`src/rtl/uart_tx_io.sv`:
```
// Memory-mapped 8N1 UART transmitter with a small TX FIFO.
// CPU pushes bytes at offset 0, polls count/status, clears overflow at offset 2.
module uart_tx_io #(
    parameter int BAUD_DIV   = 2396,
    parameter int FIFO_DEPTH = 4
) (
    input  logic        clock,
    input  logic        reset,
    input  logic        UARTCtrl,
    input  logic        ioWrite,
    input  logic        ioRead,
    input  logic [1:0]  uartAddr,
    input  logic [15:0] write_data,
    output logic [15:0] read_data,
    output logic        tx
);

    localparam int PW = (FIFO_DEPTH > 1) ? $clog2(FIFO_DEPTH) : 1;
    localparam int CW = PW + 1;
    localparam int BW = (BAUD_DIV > 1) ? $clog2(BAUD_DIV) : 1;

    typedef enum logic [1:0] {
        IDLE,
        START,
        DATA,
        STOP
    } state_e;

    state_e        state_q, state_d;
    logic [BW-1:0] baud_q, baud_d;
    logic [2:0]    bit_cnt_q, bit_cnt_d;
    logic [7:0]    shift_q, shift_d;
    logic          tx_q, tx_d;
    logic [PW-1:0] wr_ptr_q, wr_ptr_d;
    logic [PW-1:0] rd_ptr_q, rd_ptr_d;
    logic [CW-1:0] count_q, count_d;
    logic          ovf_q, ovf_d;
    logic [7:0]    mem_q [FIFO_DEPTH];
    logic [7:0]    mem_d [FIFO_DEPTH];

    logic wr_acc;
    logic rd_acc;
    logic push_req;
    logic push;
    logic pop;
    logic ovf_clr;
    logic empty;
    logic full;
    logic busy;
    logic baud_end;
    logic [3:0] count4;
    logic unused_wd;

    assign wr_acc    = UARTCtrl & ioWrite;
    assign rd_acc    = UARTCtrl & ioRead;
    assign push_req  = wr_acc & (uartAddr == 2'b00);
    assign ovf_clr   = wr_acc & (uartAddr == 2'b10) & write_data[2];
    assign empty     = (count_q == '0);
    assign full      = (count_q == CW'(FIFO_DEPTH));
    assign busy      = (state_q != IDLE) | ~empty;
    assign baud_end  = (baud_q == BW'(BAUD_DIV - 1));
    assign count4    = 4'(count_q);
    assign unused_wd = ^write_data[15:8];
    assign tx        = tx_q;

    // A pop frees a slot in the same cycle, so a push while full still lands.
    assign push = push_req & (~full | pop);

    always_comb begin
        state_d   = state_q;
        baud_d    = baud_q;
        bit_cnt_d = bit_cnt_q;
        shift_d   = shift_q;
        pop       = 1'b0;
        unique case (state_q)
            IDLE: begin
                if (!empty) begin
                    pop     = 1'b1;
                    shift_d = mem_q[rd_ptr_q];
                    baud_d  = '0;
                    state_d = START;
                end
            end
            START: begin
                if (baud_end) begin
                    baud_d    = '0;
                    bit_cnt_d = '0;
                    state_d   = DATA;
                end else begin
                    baud_d = baud_q + 1'b1;
                end
            end
            DATA: begin
                if (baud_end) begin
                    baud_d    = '0;
                    shift_d   = {1'b0, shift_q[7:1]};
                    bit_cnt_d = bit_cnt_q + 3'd1;
                    if (bit_cnt_q == 3'd7) begin
                        state_d = STOP;
                    end
                end else begin
                    baud_d = baud_q + 1'b1;
                end
            end
            STOP: begin
                if (baud_end) begin
                    baud_d = '0;
                    if (!empty) begin
                        pop     = 1'b1;
                        shift_d = mem_q[rd_ptr_q];
                        state_d = START;
                    end else begin
                        state_d = IDLE;
                    end
                end else begin
                    baud_d = baud_q + 1'b1;
                end
            end
        endcase
    end

    // Line level follows the next state so tx comes straight from a flop.
    always_comb begin
        tx_d = 1'b1;
        if (state_d == START) begin
            tx_d = 1'b0;
        end else if (state_d == DATA) begin
            tx_d = shift_d[0];
        end
    end

    always_comb begin
        mem_d    = mem_q;
        wr_ptr_d = wr_ptr_q;
        rd_ptr_d = rd_ptr_q;
        count_d  = count_q;
        ovf_d    = ovf_q;
        if (push) begin
            mem_d[wr_ptr_q] = write_data[7:0];
            wr_ptr_d        = wr_ptr_q + 1'b1;
        end
        if (pop) begin
            rd_ptr_d = rd_ptr_q + 1'b1;
        end
        if (push && !pop) begin
            count_d = count_q + 1'b1;
        end else if (!push && pop) begin
            count_d = count_q - 1'b1;
        end
        if (ovf_clr) begin
            ovf_d = 1'b0;
        end else if (push_req && full && !pop) begin
            ovf_d = 1'b1;
        end
    end

    always_comb begin
        read_data = 16'h0000;
        if (rd_acc && !reset) begin
            unique case (uartAddr)
                2'b00:   read_data = {12'b0, count4};
                2'b10:   read_data = {13'b0, ovf_q, full, busy};
                default: read_data = 16'h0000;
            endcase
        end
    end

    always_ff @(posedge clock) begin
        if (reset) begin
            state_q   <= IDLE;
            baud_q    <= '0;
            bit_cnt_q <= '0;
            shift_q   <= '0;
            tx_q      <= 1'b1;
            wr_ptr_q  <= '0;
            rd_ptr_q  <= '0;
            count_q   <= '0;
            ovf_q     <= 1'b0;
            for (int i = 0; i < FIFO_DEPTH; i++) begin
                mem_q[i] <= '0;
            end
        end else begin
            state_q   <= state_d;
            baud_q    <= baud_d;
            bit_cnt_q <= bit_cnt_d;
            shift_q   <= shift_d;
            tx_q      <= tx_d;
            wr_ptr_q  <= wr_ptr_d;
            rd_ptr_q  <= rd_ptr_d;
            count_q   <= count_d;
            ovf_q     <= ovf_d;
            for (int i = 0; i < FIFO_DEPTH; i++) begin
                mem_q[i] <= mem_d[i];
            end
        end
    end

endmodule

```
`config.mk`:
```
export PLATFORM = sky130hd
export DESIGN_NAME = uart_tx_io
export DESIGN_NICKNAME = d
export VERILOG_FILES = /design/src/rtl/uart_tx_io.sv
export SDC_FILE = /design/constraint.sdc
export NUM_CORES = 1
export LEC_CHECK = 0
export ABC_CLOCK_PERIOD_IN_PS = 7800
export BUFFER_PORTS_ARGS = -buffer_cell sky130_fd_sc_hd__buf_4
export CORE_AREA = 2 2 93 77
export CTS_CLUSTER_DIAMETER = 60
export DETAILED_ROUTE_END_ITERATION = 8
export DIE_AREA = 0 0 95 79
export PLACE_DENSITY = 0.82
export SYNTH_ARGS = -nofsm -noshare
export SYNTH_HDL_FRONTEND = slang
export SYNTH_SLANG_ARGS = --single-unit
export TNS_END_PERCENT = 5
```
`constraint.sdc`:
```
create_clock -name clock -period 7.8 [get_ports clock]
set_input_delay 0.39 -clock clock [delete_from_list [all_inputs] [get_ports clock]]
set_output_delay 0.39 -clock clock [all_outputs]
set_load 0.05 [all_outputs]
```
== Yosys cells after proc, flatten, opt, wreduce, memory -nomap -nowiden ==
Index checks and enable logic that the tools add are counted.
Operators by class
  reductions and logical operators: 20
  shift operators: 0
  bitwise gates (word level): 12
  mux-type cells: 32
  divide/modulo/power cells: 0
  magnitude comparators: 3
  eq/ne operators: 13
  add/subtract/negate cells: 6
  multipliers: 0
Operator list (count)
  2-to-1 mux 8 bit: 6
  bitwise mux 32 bit: 1
  2-to-1 mux 12 bit: 2
  one-hot mux 12 bit (2 select lines): 1
  one-hot mux 8 bit (3 select lines): 1
  binary-select mux 8 bit (select 2 bit): 1
  demux 8 bit (select 2 bit): 1
  2-to-1 mux 3 bit: 5
  adder 12 x 1 -> 12 bit (second input constant): 1
  equality test 12 bit (second input constant): 1
  one-hot mux 3 bit (2 select lines): 2
  2-to-1 mux 2 bit: 5
  equality test 2 bit (second input constant): 4
  inequality test 2 bit (second input constant): 4
  one-hot mux 2 bit (4 select lines): 1
  adder 3 x 1 -> 3 bit (second input constant): 2
  bitwise AND 1 bit: 6
  equality test 3 bit (second input constant): 2
  >= comparator 3 bit (second input constant): 2
  logical AND 1 bit: 6
  inverter 2 -> 3 bit: 2
  AND reduction 3 bit: 2
  nonzero test 2 bit: 3
  2-to-1 mux 1 bit: 5
  13 further kinds: 20
Storage, ports and cells
  memory bits (writable): 0
  memories: 0
  memory bits (read-only): 0
  latch bits: 0
  logic and storage cells: 100
  output and inout bits: 17
  register bits after elaboration: 66

== Longest topological paths before layout ==
Gate-level depths: netlist (run 1).
  depth after elaboration: 10
  mapped depth: 14
  depth with buffers taken out: 12

== Worst setup path before layout (run 1) ==
OpenSTA, ideal clock, no wires.
  path kind: register to register
  from: reg state_q[1]
  to: reg count_q[2]
  stages on the path, launching flop included: 15
  data arrival time: 2690 ps
  buffers on the path: 2
  slack: 5039 ps
  data required time: 7729 ps
  cells stage by stage: dfxtp_1 > inv_1 > ha_1 > buf_2 > o32a_1 > nor2b_1 > clkbuf_1 > a21oi_1 > nor2b_2 > ha_1 > inv_1 > fa_1 > xor2_1 > or3_1 > a21oi_1
Between the ends
  longest elaborated chain between the ends: 7
RTL lines
  from (decl): line 29  | state_e state_q, state_d;
  from (signal assigned): line 183  | state_q <= state_d;
  equality test 2 bit / logical NOT 2 bit (equally long branches): line 75  | unique case (state_q)
  one-hot mux 1 bit (2 select lines) (*): line 75
  OR 1 bit (*): line 67  | assign push = push_req & (~full | pop);
  bitwise AND 1 bit (*): line 67
  net push: line 44  | logic push;
  logical NOT 1 bit: line 147  | end else if (!push && pop) begin
  logical AND 1 bit: line 147
  nonzero test 2 bit (no source line)
  to (signal assigned): line 190  | count_q <= count_d;
  to (decl): line 36  | logic [CW-1:0] count_q, count_d;
The timed path passes the listed nets; every way through them passes the cells marked *.
A chain may end at the register's enable or synchronous reset.

== Final worst setup path (run 1) ==
Same ends and word-level chain as after synthesis.

==> results of run 1 <==
sequential cells by signal (all words and copies together) (netlist names):
name / cells
tx: 1
state_q: 2
wr_ptr_q: 2
bit_cnt_q: 3
ovf_q: 1
count_q: 3
shift_q: 8
baud_q: 12
mem_q: 32
rd_ptr_q: 2
cells in the mapped netlist, drive strengths merged (2+ instances only):
cell	count	share of area [%]
nand2	18	1.9
buf	27	5.4
mux2i	36	10
a311oi	4	0.99
a31oi	5	0.89
nor2	69	7.3
inv	8	0.85
dfxtp	66	37
a22oi	6	1.3
ha	13	4.6
nand3b	2	0.42
o21ai	9	1.3
a21o	3	0.67
nor4b	2	0.67
nor2b	5	0.96
nor3	11	1.6
a41o	4	1.1
mux4	8	5.1
or3	2	0.35
a21oi	19	2.7
and4bb	2	0.81
a41oi	3	0.74
nand4	2	0.35
clkbuf	10	1.1
a31o	2	0.74
xor2	4	0.99
nand3	8	1.1
and3	7	1.2
a211oi	9	1.9
nand2b	3	0.53
power groups by stage:
stage	clock network, mW	logic, mW	registers (mW)
floorplan	0	0.305	0.408
global placement	0	0.355	0.417
detailed placement	0	0.366	0.418
CTS	0.335	0.367	0.412
global route	0.352	0.409	0.419
finish	0.330	0.369	0.412
per-layer routing:
layer | GRT usage [%] | vias to the layer above
met3 | 6.83 | 11
li1 | - | 1367
met4 | 6.81 | 0
met5 | 0 | -
met1 | 28.0 | 1280
met2 | 30.6 | 81
critical path: stages, from the launching register on:
cell     delay (ns)
dfxtp_1        0.39
inv_1          0.14
ha_1           0.38
o32a_1         0.22
nor2b_1        0.40
a21oi_1        0.19
nor2b_2        0.24
ha_1           0.22
inv_1          0.06
fa_1           0.37
xor2_1         0.15
or3_1          0.30
a21oi_1        0.14
area by class of cell:
cell class,count,area [um2],area share (%)
clock inverter,7,101,2.65
multi-input combinational,287,2000,52.2
tap,87,109,2.84
sequential,66,1320,34.5
timing repair buffer,19,143,3.73
clock buffer,9,124,3.24
inverter,8,30.0,0.785
kinds of logic after synthesis:
kind of cell	count (synthesis)	synth area share, %
XOR/XNOR	4	0.991
buffers and inverters	45	7.29
AND/OR/NAND/NOR	141	19.5
adder cells (fa/ha/maj)	14	5.17
AO/OA/AOI/OAI	70	13.9
flip-flops	66	37.4
multiplexers	45	15.6
other	1	0.106
worst paths after layout:
check / start / endpoint / slack (ns) / cells past startpoint
max reg2reg: state_q[1] / count_q[2] / 4.51 / 12
min reg2reg: mem_q[8] / mem_q[8] / 0.50 / 2
max: state_q[1] / count_q[2] / 4.51 / 12
min: write_data[4] / mem_q[20] / 0.30 / 3
==> impl_metrics.prom, run 1 <==
# TYPE chip_impl_metric gauge
chip_impl_metric{name="cts-hold-fix-buffers",unit=""} 0
chip_impl_metric{name="portion_of_total_power_attributed_to_combinational_logic",unit="%"} 33.3
chip_impl_metric{name="ctsResizeCount",unit=""} 0
chip_impl_metric{name="swShare",unit="%"} 37.8
chip_impl_info{name="layout_common_cells",value="69 x nor2_1, 66 x dfxtp_1, 36 x mux2i_1"} 1
chip_impl_metric{name="final.min_clock_period",unit="ns"} 3.29
chip_impl_metric{name="grt.total_usage",unit="%"} 20.6
chip_impl_metric{name="drt_pass1_iterations",unit=""} 4
chip_impl_info{name="critical_path_class",value="reg -> reg"} 1
chip_impl_metric{name="final_area",unit="mm2"} 0.00383
chip_impl_metric{name="fin_ws",unit="ns"} 4.51
chip_impl_metric{name="vias_per_cell",unit=""} 5.67
chip_impl_metric{name="die_outline_area",unit="mm2"} 0.00751
chip_impl_metric{name="post-route-drc-count",unit=""} 0
chip_impl_info{name="status",value="finished, final reports clean"} 1
chip_impl_info{name="top_flip_flop_cell_by_instance_count_after_synthesis",value="dfxtp_1"} 1
chip_impl_metric{name="yosysUniqueCellTypes",unit=""} 57
chip_impl_info{name="ctsRootBufferMaster",value="clkbuf_8"} 1
chip_impl_metric{name="final_layout_size_suffix_gt1_share",unit="%"} 13.4
chip_impl_metric{name="clk_transition_reported_paths",unit="ns"} 0.08
chip_impl_metric{name="grt-ovfl-total",unit=""} 0
chip_impl_metric{name="yosys_warnings",unit=""} 0
chip_impl_metric{name="place.port_buffers",unit=""} 18
chip_impl_metric{name="antenna_found_initial",unit=""} 0
chip_impl_metric{name="dieHeight",unit="um"} 79
chip_impl_metric{name="placed_area",unit="mm2"} 0.00360
chip_impl_info{name="crit_path_end_kind",value="register"} 1
chip_impl_metric{name="critPathRequiredTime",unit="ns"} 8.09
chip_impl_metric{name="design.final.nets",unit=""} 428
chip_impl_metric{name="antenna_cells_inserted",unit=""} 0
chip_impl_metric{name="grt_pass1_wl",unit="mm"} 12.1
chip_impl_info{name="tritoncts",value="built"} 1
chip_impl_metric{name="route.vias.total",unit=""} 2739
chip_impl_metric{name="final_min_period_over_clock_period",unit="%"} 42.2
chip_impl_metric{name="routed_wirelength",unit="mm"} 7.00
chip_impl_metric{name="wl_met3",unit="um"} 361
chip_impl_metric{name="report.final.setup_viol",unit=""} 0
chip_impl_metric{name="yosysSeqAreaShare",unit="%"} 37.4
chip_impl_info{name="rsz0062_at_grt",value="no"} 1
chip_impl_metric{name="die-width",unit="um"} 95
chip_impl_metric{name="dpl.cell_count",unit=""} 467
chip_impl_metric{name="max_slew.worst_pin.slew",unit="ns"} 1.18
chip_impl_metric{name="drv_slew",unit=""} 0
chip_impl_metric{name="met2_length",unit="mm"} 3.27
chip_impl_metric{name="crit_path_max_fanout",unit=""} 10
chip_impl_metric{name="pwr-share-clk",unit="%"} 29.7
chip_impl_info{name="timing.critical_path.from_type",value="register"} 1
chip_impl_metric{name="h-tree-depth",unit=""} 3
chip_impl_metric{name="coreArea",unit="mm2"} 0.00666
chip_impl_metric{name="detailed_place_hpwl",unit="mm"} 4.70
chip_impl_metric{name="core.rowCount",unit=""} 27
chip_impl_metric{name="summed_negative_setup_slack_over_all_endpoints",unit="ns"} 0
chip_impl_metric{name="synth-async-reset-ratio",unit="%"} 0
chip_impl_metric{name="tritoncts.num_buffers",unit=""} 9
chip_impl_metric{name="postCtsSetupBuffers",unit=""} 0
chip_impl_metric{name="via_count_of_the_first_global_routing_pass",unit=""} 2529
chip_impl_metric{name="drt-wirelength-per-cell",unit="um"} 14.5
chip_impl_metric{name="achievable-frequency",unit="GHz"} 0.304
chip_impl_metric{name="layout-area-overhead-vs-synth",unit="%"} 8.32
chip_impl_metric{name="drt_first_iter_violations",unit=""} 152
chip_impl_info{name="highest_layer",value="met4"} 1
chip_impl_info{name="type_of_the_tightest_min_delay_check",value="in -> reg"} 1
chip_impl_metric{name="edff_count_synth",unit=""} 0
chip_impl_metric{name="hold_slack",unit="ns"} 0.297
chip_impl_metric{name="initial_core_util",unit="%"} 53.1
chip_impl_metric{name="clockBufferDepth",unit=""} 2
chip_impl_metric{name="netSwitchingPower",unit="uW"} 420
chip_impl_info{name="final_common_cell",value="nor2_1"} 1
chip_impl_metric{name="postSynthAreaPerCell",unit="um2"} 9.15
chip_impl_metric{name="timing.max_slew.rel_slack",unit="%"} 20.5
chip_impl_metric{name="max_cap_violations",unit=""} 0
chip_impl_metric{name="detail-route-antenna-nets",unit=""} 0
chip_impl_metric{name="top_level_ports",unit=""} 40
chip_impl_metric{name="final_core_util",unit="%"} 57.5
chip_impl_metric{name="power_density",unit="mW/mm2"} 290
chip_impl_metric{name="cellLeakagePower",unit="nW"} 1.46
chip_impl_metric{name="postSynthRegisterBits",unit=""} 66
chip_impl_metric{name="grt_start_max_net_pins",unit=""} 66
chip_impl_metric{name="power_report.internal_total",unit="uW"} 690
chip_impl_metric{name="part_of_the_total_power_dissipated_in_sequential_elements",unit="%"} 37.1
chip_impl_metric{name="finalNonFillerCells",unit=""} 483
chip_impl_metric{name="timing.critical_path.arrival",unit="ns"} 3.58
chip_impl_metric{name="synthesis.instances",unit=""} 386
chip_impl_metric{name="clock_latency",unit="ns"} 0.35
chip_impl_metric{name="hold_violation_total_from_the_final_report",unit=""} 0
chip_impl_metric{name="wirelength_met1",unit="mm"} 3.28
chip_impl_metric{name="syn-cell-area",unit="mm2"} 0.00353
chip_impl_metric{name="gp_congestion",unit=""} 0.811
chip_impl_metric{name="tritoncts_num_sinks",unit=""} 66
chip_impl_metric{name="fin_skew",unit="ns"} 0.00516
chip_impl_metric{name="design_power_total",unit="mW"} 1.11
chip_impl_metric{name="dpl_worst_slack",unit="ns"} 4.58
chip_impl_metric{name="n_fill_cell",unit=""} 566
chip_impl_metric{name="max-vdd-ir-drop",unit="V"} 0.000184
(Power assumes the default switching activity.)
==> inputs of run 2 (changes only) <==
--- a/config.mk
+++ b/config.mk
@@ -5,12 +5,12 @@
 export SDC_FILE = /design/constraint.sdc
 export NUM_CORES = 1
 export LEC_CHECK = 0
-export ABC_CLOCK_PERIOD_IN_PS = 7800
+export ABC_CLOCK_PERIOD_IN_PS = 2700
 export BUFFER_PORTS_ARGS = -buffer_cell sky130_fd_sc_hd__buf_4
-export CORE_AREA = 2 2 93 77
+export CORE_AREA = 2 2 95 79
 export CTS_CLUSTER_DIAMETER = 60
 export DETAILED_ROUTE_END_ITERATION = 8
-export DIE_AREA = 0 0 95 79
+export DIE_AREA = 0 0 97 81
 export PLACE_DENSITY = 0.82
 export SYNTH_ARGS = -nofsm -noshare
 export SYNTH_HDL_FRONTEND = slang
==> constraint.sdc (replaced) <==
create_clock -name clock -period 2.7 [get_ports clock]
set_input_delay 0.135 -clock clock [delete_from_list [all_inputs] [get_ports clock]]
set_output_delay 0.135 -clock clock [all_outputs]
set_load 0.05 [all_outputs]
==> run 2 against run 1 <==
  * Combinational power rose to 3.4 times the previous value
  * Register-to-register slack got worse by 4.4 ns
  * Clock skew up 0.0035 ns
  * Sequential power rose to 2.8 times the previous value
  * Hold slack got worse by 0.25 ns
  * Sequential share of layout area fell by 0.96 points
  * Cell count rose by 4.1%
==> impl_metrics.prom, run 2 (synthesized netlist as in run 1, its figures left out) <==
# TYPE chip_impl_metric gauge
chip_impl_metric{name="clock_latency",unit="ns"} 0.36
chip_impl_metric{name="final_min_period_over_clock_period",unit="%"} 96.2
chip_impl_metric{name="die-width",unit="um"} 97
chip_impl_metric{name="tritoncts.num_buffers",unit=""} 9
chip_impl_metric{name="grt_pass1_wl",unit="mm"} 12.5
chip_impl_metric{name="die_outline_area",unit="mm2"} 0.00786
chip_impl_metric{name="dpl_worst_slack",unit="ns"} 0.0407
chip_impl_metric{name="grt-ovfl-total",unit=""} 0
chip_impl_metric{name="post-route-drc-count",unit=""} 0
chip_impl_metric{name="vias_per_cell",unit=""} 5.69
chip_impl_metric{name="max-vdd-ir-drop",unit="V"} 0.000374
chip_impl_info{name="tritoncts",value="built"} 1
chip_impl_metric{name="grt.total_usage",unit="%"} 19.8
chip_impl_metric{name="design.final.nets",unit=""} 445
chip_impl_metric{name="crit_path_max_fanout",unit=""} 6
chip_impl_metric{name="crit_path_largest_cell_delay",unit="ns"} 0.39
chip_impl_metric{name="initial_core_util",unit="%"} 50.2
chip_impl_metric{name="dpl.cell_count",unit=""} 484
chip_impl_metric{name="final_layout_size_suffix_gt1_share",unit="%"} 18.2
chip_impl_info{name="startpoint",value="state_q[1]"} 1
chip_impl_metric{name="via_count_of_the_first_global_routing_pass",unit=""} 2743
chip_impl_metric{name="largest_reg_flops",unit=""} 32
chip_impl_metric{name="n_fill_cell",unit=""} 603
chip_impl_metric{name="finalNonFillerCells",unit=""} 503
chip_impl_metric{name="timing.critical_path.arrival",unit="ns"} 2.88
chip_impl_info{name="final_common_cell",value="nor2_1"} 1
chip_impl_metric{name="timing.max_slew.rel_slack",unit="%"} 53.9
chip_impl_metric{name="top_level_ports",unit=""} 40
chip_impl_metric{name="grt_start_max_net_pins",unit=""} 66
chip_impl_metric{name="cts-hold-fix-buffers",unit=""} 0
chip_impl_metric{name="gp_congestion",unit=""} 0.870
chip_impl_metric{name="detailed_place_hpwl",unit="mm"} 4.99
chip_impl_info{name="largest_registers",value="mem_q (32), baud_q (12), shift_q (8)"} 1
chip_impl_metric{name="h-tree-depth",unit=""} 3
chip_impl_info{name="timing.critical_path.from_type",value="register"} 1
chip_impl_metric{name="dieHeight",unit="um"} 81
chip_impl_metric{name="place.port_buffers",unit=""} 18
chip_impl_info{name="type_of_the_tightest_min_delay_check",value="in -> reg"} 1
chip_impl_metric{name="clk_transition_reported_paths",unit="ns"} 0.08
chip_impl_metric{name="fin_skew",unit="ns"} 0.00868
chip_impl_metric{name="tritoncts_num_sinks",unit=""} 66
chip_impl_metric{name="drt_pass1_iterations",unit=""} 4
chip_impl_metric{name="max_cap_violations",unit=""} 0
chip_impl_metric{name="drt_first_iter_violations",unit=""} 170
chip_impl_metric{name="detail-route-antenna-nets",unit=""} 0
chip_impl_info{name="worst_path_max_delay_cell",value="dfxtp_1"} 1
chip_impl_metric{name="max_slew.worst_pin.slew",unit="ns"} 0.682
chip_impl_info{name="endpoint",value="count_q[2]"} 1
chip_impl_metric{name="antenna_found_initial",unit=""} 0
chip_impl_metric{name="drv_slew",unit=""} 0
chip_impl_metric{name="timing.critical_path.depth",unit=""} 12
chip_impl_metric{name="fin_ws",unit="ns"} 0.101
chip_impl_metric{name="critPathRequiredTime",unit="ns"} 2.98
chip_impl_metric{name="core.rowCount",unit=""} 28
chip_impl_info{name="ctsRootBufferMaster",value="clkbuf_8"} 1
chip_impl_metric{name="hold_violation_total_from_the_final_report",unit=""} 0
chip_impl_info{name="worstPathCellList",value="inv_1 -> ha_1 -> o32a_1 -> nor2b_2 -> buf_4 -> nand2_1 -> ha_1 -> inv_1 -> fa_1 -> xor2_1 -> or3_1 -> a21oi_1"} 1
chip_impl_info{name="endpoint_of_the_worst_register_to_register_path",value="count_q[2]"} 1
chip_impl_metric{name="final.min_clock_period",unit="ns"} 2.60
chip_impl_info{name="layout_common_cells",value="69 x nor2_1, 63 x dfxtp_1, 36 x mux2i_1, 36 x buf_4, 19 x a21oi_1"} 1
chip_impl_info{name="regMostFlops",value="mem_q"} 1
chip_impl_metric{name="report.final.setup_viol",unit=""} 0
chip_impl_info{name="cpLargestDelayFamily",value="adder cells"} 1
chip_impl_metric{name="power_density",unit="mW/mm2"} 823
chip_impl_info{name="status",value="finished, final reports clean"} 1
chip_impl_metric{name="critical_path.n_buffers_inverters",unit=""} 3
chip_impl_metric{name="final_core_util",unit="%"} 56.1
chip_impl_metric{name="worstRegToRegCells",unit=""} 12
chip_impl_metric{name="drt-wirelength-per-cell",unit="um"} 14.6
chip_impl_metric{name="clockBufferDepth",unit=""} 2
chip_impl_metric{name="routed_wirelength",unit="mm"} 7.32
chip_impl_metric{name="achievable-frequency",unit="GHz"} 0.385
chip_impl_metric{name="route.vias.total",unit=""} 2860
chip_impl_metric{name="rrSetupSlack",unit="ns"} 0.10
chip_impl_info{name="critical_path_class",value="reg -> reg"} 1
chip_impl_metric{name="coreArea",unit="mm2"} 0.00704
chip_impl_metric{name="antenna_cells_inserted",unit=""} 0
chip_impl_info{name="crit_path_end_kind",value="register"} 1
chip_impl_info{name="reg2reg_from",value="state_q[1]"} 1
chip_impl_metric{name="layout-area-overhead-vs-synth",unit="%"} 11.7
chip_impl_metric{name="cellLeakagePower",unit="nW"} 1.54
run 2: cell types whose count changed in the layout (fill, tap and decap cells not counted), moves of 2 or more:
| cell | change |
|---|---|
| buf_4 | +17 |
| dfxtp_1 | -3 |
| clkinv_4 | +2 |
| dfxtp_2 | +3 |
| inv_6 | -2 |
run 2: power breakdown:
group          switching [mW]  total [mW]  internal [mW]
clock network           0.397       0.853          0.456
registers              0.0760        1.14           1.07
logic                   0.765        1.25          0.489
total                    1.24        3.25           2.01
run 2: metal layers:
metal	routed length (um)	global-route usage (%)
met1	3320	23.3
met4	143	8.17
met5	0	0
met2	3500	34.4
met3	360	5.77
run 2: layout make-up:
class / count / area (um2) / area share (%)
multi-input cells: 287 / 2000 / 50.8
flip-flops and latches: 66 / 1330 / 33.6
repair buffers: 36 / 270 / 6.85
clock buffers: 11 / 141 / 3.58
well taps: 90 / 113 / 2.85
clock inverters: 5 / 63.8 / 1.62
inverters: 8 / 30.0 / 0.761
run 2: what timing repair did:
action                     CTS  global route
setup buffers                0             3
setup endpoints to repair    0             2
gates resized for setup      0             6
run 2: how the worst min path moves through the flow:
stage / start / to / slack, ns / depth (start not counted)
floorplan: write_data[2] / mem_q[10] / 0.28 / 2
global placement: write_data[1] / mem_q[25] / 0.40 / 3
detailed placement: write_data[1] / mem_q[17] / 0.41 / 3
CTS: write_data[1] / mem_q[17] / 0.03 / 3
global route: write_data[7] / mem_q[15] / 0.05 / 3
finish: write_data[1] / mem_q[17] / 0.04 / 3
run 2: worst min-delay path, delay by kind of cell:
kind | cells | cell delay [ns]
buffers and inverters | 1 | 0.10
multiplexers | 1 | 0.06
AND/OR/NAND/NOR | 1 | 0.07
run 2: metrics by stage:
step	TNS [ns]	power [mW]	hold slack [ns]	area, um2
6_report	0	3.25	0.0441	3950
3_5_place_dp	0	2.36	0.411	3710
4_1_cts	0	3.22	0.0304	3920
3_3_place_gp	0	2.32	0.399	3710
5_1_grt	-0.00324	3.45	0.0476	3950
2_1_floorplan	0	2.06	0.282	3580
==> inputs of run 3 (changes only) <==
--- a/config.mk
+++ b/config.mk
@@ -5,13 +5,14 @@
 export SDC_FILE = /design/constraint.sdc
 export NUM_CORES = 1
 export LEC_CHECK = 0
+export ABC_AREA = 1
 export ABC_CLOCK_PERIOD_IN_PS = 2700
 export BUFFER_PORTS_ARGS = -buffer_cell sky130_fd_sc_hd__buf_4
-export CORE_AREA = 2 2 95 79
+export CORE_AREA = 2 2 100 83
 export CTS_CLUSTER_DIAMETER = 60
 export DETAILED_ROUTE_END_ITERATION = 8
-export DIE_AREA = 0 0 97 81
-export PLACE_DENSITY = 0.82
+export DIE_AREA = 0 0 102 85
+export PLACE_DENSITY = 0.84
 export SYNTH_ARGS = -nofsm -noshare
 export SYNTH_HDL_FRONTEND = slang
 export SYNTH_SLANG_ARGS = --single-unit
==> run 3 against run 2 <==
  * Sequential power is essentially flat
  * Non-clock buffer count shrank 4
  * Synthesized cell count grew 64%
  * First-iteration DRC count grew 110%
  * Critical path type unchanged
  * Largest cell class unchanged
==> impl_metrics.prom, run 3 <==
# TYPE chip_impl_metric gauge
chip_impl_info{name="status",value="finished, final reports clean"} 1
chip_impl_metric{name="detail-route-antenna-nets",unit=""} 0
chip_impl_metric{name="yosys_warnings",unit=""} 0
chip_impl_metric{name="die_outline_area",unit="mm2"} 0.00867
chip_impl_metric{name="design_power_total",unit="mW"} 3.38
chip_impl_metric{name="layout-area-overhead-vs-synth",unit="%"} 11.3
chip_impl_metric{name="yosysSeqAreaShare",unit="%"} 32.6
chip_impl_metric{name="tritoncts_num_sinks",unit=""} 66
chip_impl_metric{name="coreArea",unit="mm2"} 0.00769
chip_impl_metric{name="die-width",unit="um"} 102
chip_impl_metric{name="grt_start_max_net_pins",unit=""} 38
chip_impl_info{name="ctsRootBufferMaster",value="clkbuf_8"} 1
chip_impl_metric{name="critPathRequiredTime",unit="ns"} 2.94
chip_impl_metric{name="synthesis.instances",unit=""} 633
chip_impl_metric{name="achievable-frequency",unit="GHz"} 0.396
chip_impl_metric{name="syn-cell-area",unit="mm2"} 0.00406
chip_impl_metric{name="final_min_period_over_clock_period",unit="%"} 93.4
chip_impl_metric{name="timing.max_slew.rel_slack",unit="%"} 62.2
chip_impl_metric{name="drt_first_iter_violations",unit=""} 358
chip_impl_info{name="synth_top_cells_by_area",value="dfxtp_1 33%, nand2_1 16%, inv_1 9.4%"} 1
chip_impl_metric{name="clk_transition_reported_paths",unit="ns"} 0.08
chip_impl_metric{name="max_slew.worst_pin.slew",unit="ns"} 0.565
chip_impl_metric{name="grt.total_usage",unit="%"} 22.4
chip_impl_metric{name="largest_reg_flops",unit=""} 32
chip_impl_metric{name="antenna_cells_inserted",unit=""} 0
chip_impl_info{name="rsz0062_at_grt",value="yes"} 1
chip_impl_info{name="cell_type_with_the_highest_aggregate_area_in_the_netlist",value="dfxtp_1"} 1
chip_impl_info{name="crit_path_end_kind",value="register"} 1
chip_impl_metric{name="grt_pass1_wl",unit="mm"} 15.9
chip_impl_metric{name="clock_latency",unit="ns"} 0.36
chip_impl_metric{name="initial_core_util",unit="%"} 52.8
chip_impl_info{name="tritoncts",value="built"} 1
chip_impl_metric{name="drt_pass1_iterations",unit=""} 5
chip_impl_metric{name="drt-wirelength-per-cell",unit="um"} 12.3
chip_impl_info{name="synth_top_cells_by_count",value="176 x nand2_1, 102 x inv_1, 69 x nor2_1"} 1
chip_impl_metric{name="top_level_ports",unit=""} 40
chip_impl_metric{name="clockBufferDepth",unit=""} 2
chip_impl_metric{name="dpl_worst_slack",unit="ns"} 0.0565
chip_impl_metric{name="yosysUniqueCellTypes",unit=""} 34
chip_impl_info{name="largest_registers",value="mem_q (32), baud_q (12), shift_q (8)"} 1
chip_impl_metric{name="edff_count_synth",unit=""} 0
chip_impl_metric{name="detailed_place_hpwl",unit="mm"} 6.40
chip_impl_info{name="layout_common_cells",value="175 x nand2_1, 101 x inv_1, 69 x nor2_1"} 1
chip_impl_metric{name="vias_per_cell",unit=""} 5.20
chip_impl_metric{name="route.vias.total",unit=""} 3978
chip_impl_metric{name="final_core_util",unit="%"} 58.7
chip_impl_metric{name="final.min_clock_period",unit="ns"} 2.52
chip_impl_metric{name="antenna_found_initial",unit=""} 0
chip_impl_metric{name="max-vdd-ir-drop",unit="V"} 0.000531
chip_impl_metric{name="design.final.nets",unit=""} 689
chip_impl_metric{name="report.final.setup_viol",unit=""} 0
chip_impl_info{name="critical_path_class",value="reg -> reg"} 1
chip_impl_metric{name="max_cap_violations",unit=""} 0
chip_impl_metric{name="place.port_buffers",unit=""} 18
chip_impl_metric{name="cellLeakagePower",unit="nW"} 2.03
chip_impl_metric{name="crit_path_max_fanout",unit=""} 8
chip_impl_info{name="regMostFlops",value="mem_q"} 1
chip_impl_metric{name="hold_violation_total_from_the_final_report",unit=""} 0
chip_impl_metric{name="final_layout_size_suffix_gt1_share",unit="%"} 11.3
chip_impl_metric{name="cts-hold-fix-buffers",unit=""} 0
chip_impl_metric{name="routed_wirelength",unit="mm"} 9.45
chip_impl_metric{name="timing.critical_path.arrival",unit="ns"} 2.77
chip_impl_metric{name="via_count_of_the_first_global_routing_pass",unit=""} 3589
chip_impl_metric{name="fin_skew",unit="ns"} 0.0145
chip_impl_metric{name="postSynthRegisterBits",unit=""} 66
chip_impl_metric{name="synth-async-reset-ratio",unit="%"} 0
chip_impl_metric{name="fin_ws",unit="ns"} 0.177
chip_impl_info{name="synth.most_common_cell",value="nand2_1"} 1
chip_impl_metric{name="tritoncts.num_buffers",unit=""} 9
chip_impl_metric{name="power_density",unit="mW/mm2"} 749
chip_impl_metric{name="core.rowCount",unit=""} 29
chip_impl_metric{name="yosys.area.top_type_share",unit="%"} 32.6
chip_impl_info{name="type_of_the_tightest_min_delay_check",value="in -> reg"} 1
chip_impl_metric{name="gp_congestion",unit=""} 0.929
chip_impl_info{name="final_common_cell",value="nand2_1"} 1
chip_impl_info{name="timing.critical_path.from_type",value="register"} 1
chip_impl_metric{name="hold_slack",unit="ns"} 0.137
chip_impl_metric{name="h-tree-depth",unit=""} 3
chip_impl_metric{name="dieHeight",unit="um"} 85
chip_impl_metric{name="drv_slew",unit=""} 0
chip_impl_metric{name="grt-ovfl-total",unit=""} 0
chip_impl_info{name="top_flip_flop_cell_by_instance_count_after_synthesis",value="dfxtp_1"} 1
chip_impl_metric{name="postSynthAreaPerCell",unit="um2"} 6.41
chip_impl_metric{name="post-route-drc-count",unit=""} 0
## run 3: changes by cell type in the layout (fill, tap and decap cells not counted), moves of 5 or more
cell and change:
nand2_1 +157, mux4_2 -8, mux2i_1 -36, nand3_4 +5
inv_1 +94, o21ai_0 +24, nand3_1 +10, a22oi_1 -6
a21oi_1 +24, and3_1 -6, a211oi_1 -8, nand4_1 +34
## run 3: path summary, 6_finish.rpt
check	startpoint	endpoint	slack [ns]	cells after the start
worst max-delay path	baud_q[0]	count_q[2]	0.18	16
worst min-delay path	reset	state_q[0]	0.14	2
worst max register to register	baud_q[0]	count_q[2]	0.18	16
worst min register to register	bit_cnt_q[0]	bit_cnt_q[0]	0.46	1
## run 3: worst max-delay path, stage by stage (launching register included)
cell,delay (ns)
dfxtp_2,0.37
ha_2,0.20
nand2_1,0.10
nor2_4,0.16
nand3_4,0.13
nand2_8,0.11
nand4_4,0.13
nand2_8,0.09
nand2_2,0.06
clkinv_1,0.08
ha_1,0.14
inv_1,0.08
fa_2,0.36
a21oi_2,0.12
o21ai_1,0.09
o21ai_1,0.15
a21oi_1,0.05
## run 3: what timing repair did
item | CTS | global route
setup buffers | 0 | 4
endpoints found under the setup margin | 0 | 2
resized for setup | 0 | 12
## run 3: cell type report
| cell class | count | area (um2) |
|---|---|---|
| Fill cell | 714 | 3170 |
| Multi-Input combinational cell | 436 | 2190 |
| Sequential cell | 66 | 1330 |
| Inverter | 107 | 402 |
| Timing Repair Buffer | 32 | 240 |
| Clock buffer | 10 | 138 |
| Tap cell | 108 | 135 |
| Clock inverter | 6 | 88.8 |
## run 3: kinds of logic after synthesis
| group | count (synthesis) | share of synthesized area (%) |
|---|---|---|
| DFF | 66 | 32.6 |
| AOI/OAI and AO/OA | 88 | 11.6 |
| and+or+nand+nor | 321 | 36.1 |
| other | 1 | 0.0924 |
| buffers and inverters | 143 | 15.2 |
| adders and majority gates | 14 | 4.50 |
## run 3: power by group
| part | switching, mW | internal [mW] |
|---|---|---|
| sequential | 0.0696 | 1.05 |
| combinational | 0.908 | 0.404 |
| clock | 0.406 | 0.546 |
| total | 1.38 | 2.00 |
## run 3: per-layer routing
| metal | GRT usage, % | part of all wire, % |
|---|---|---|
| met5 | 0 | 0 |
| met4 | 7.39 | 1.9 |
| met2 | 35.9 | 47 |
| met3 | 4.94 | 6.6 |
| met1 | 30.1 | 44 |
## run 3: stage by stage
stage | area, um2 | TNS [ns] | instances
after global routing | 4520 | -0.0349 | 765
after detailed placement | 4230 | 0 | 745
after global placement | 4230 | 0 | 745
final | 4520 | 0 | 765
after CTS | 4460 | 0 | 761
after floorplan | 4100 | 0 | 645
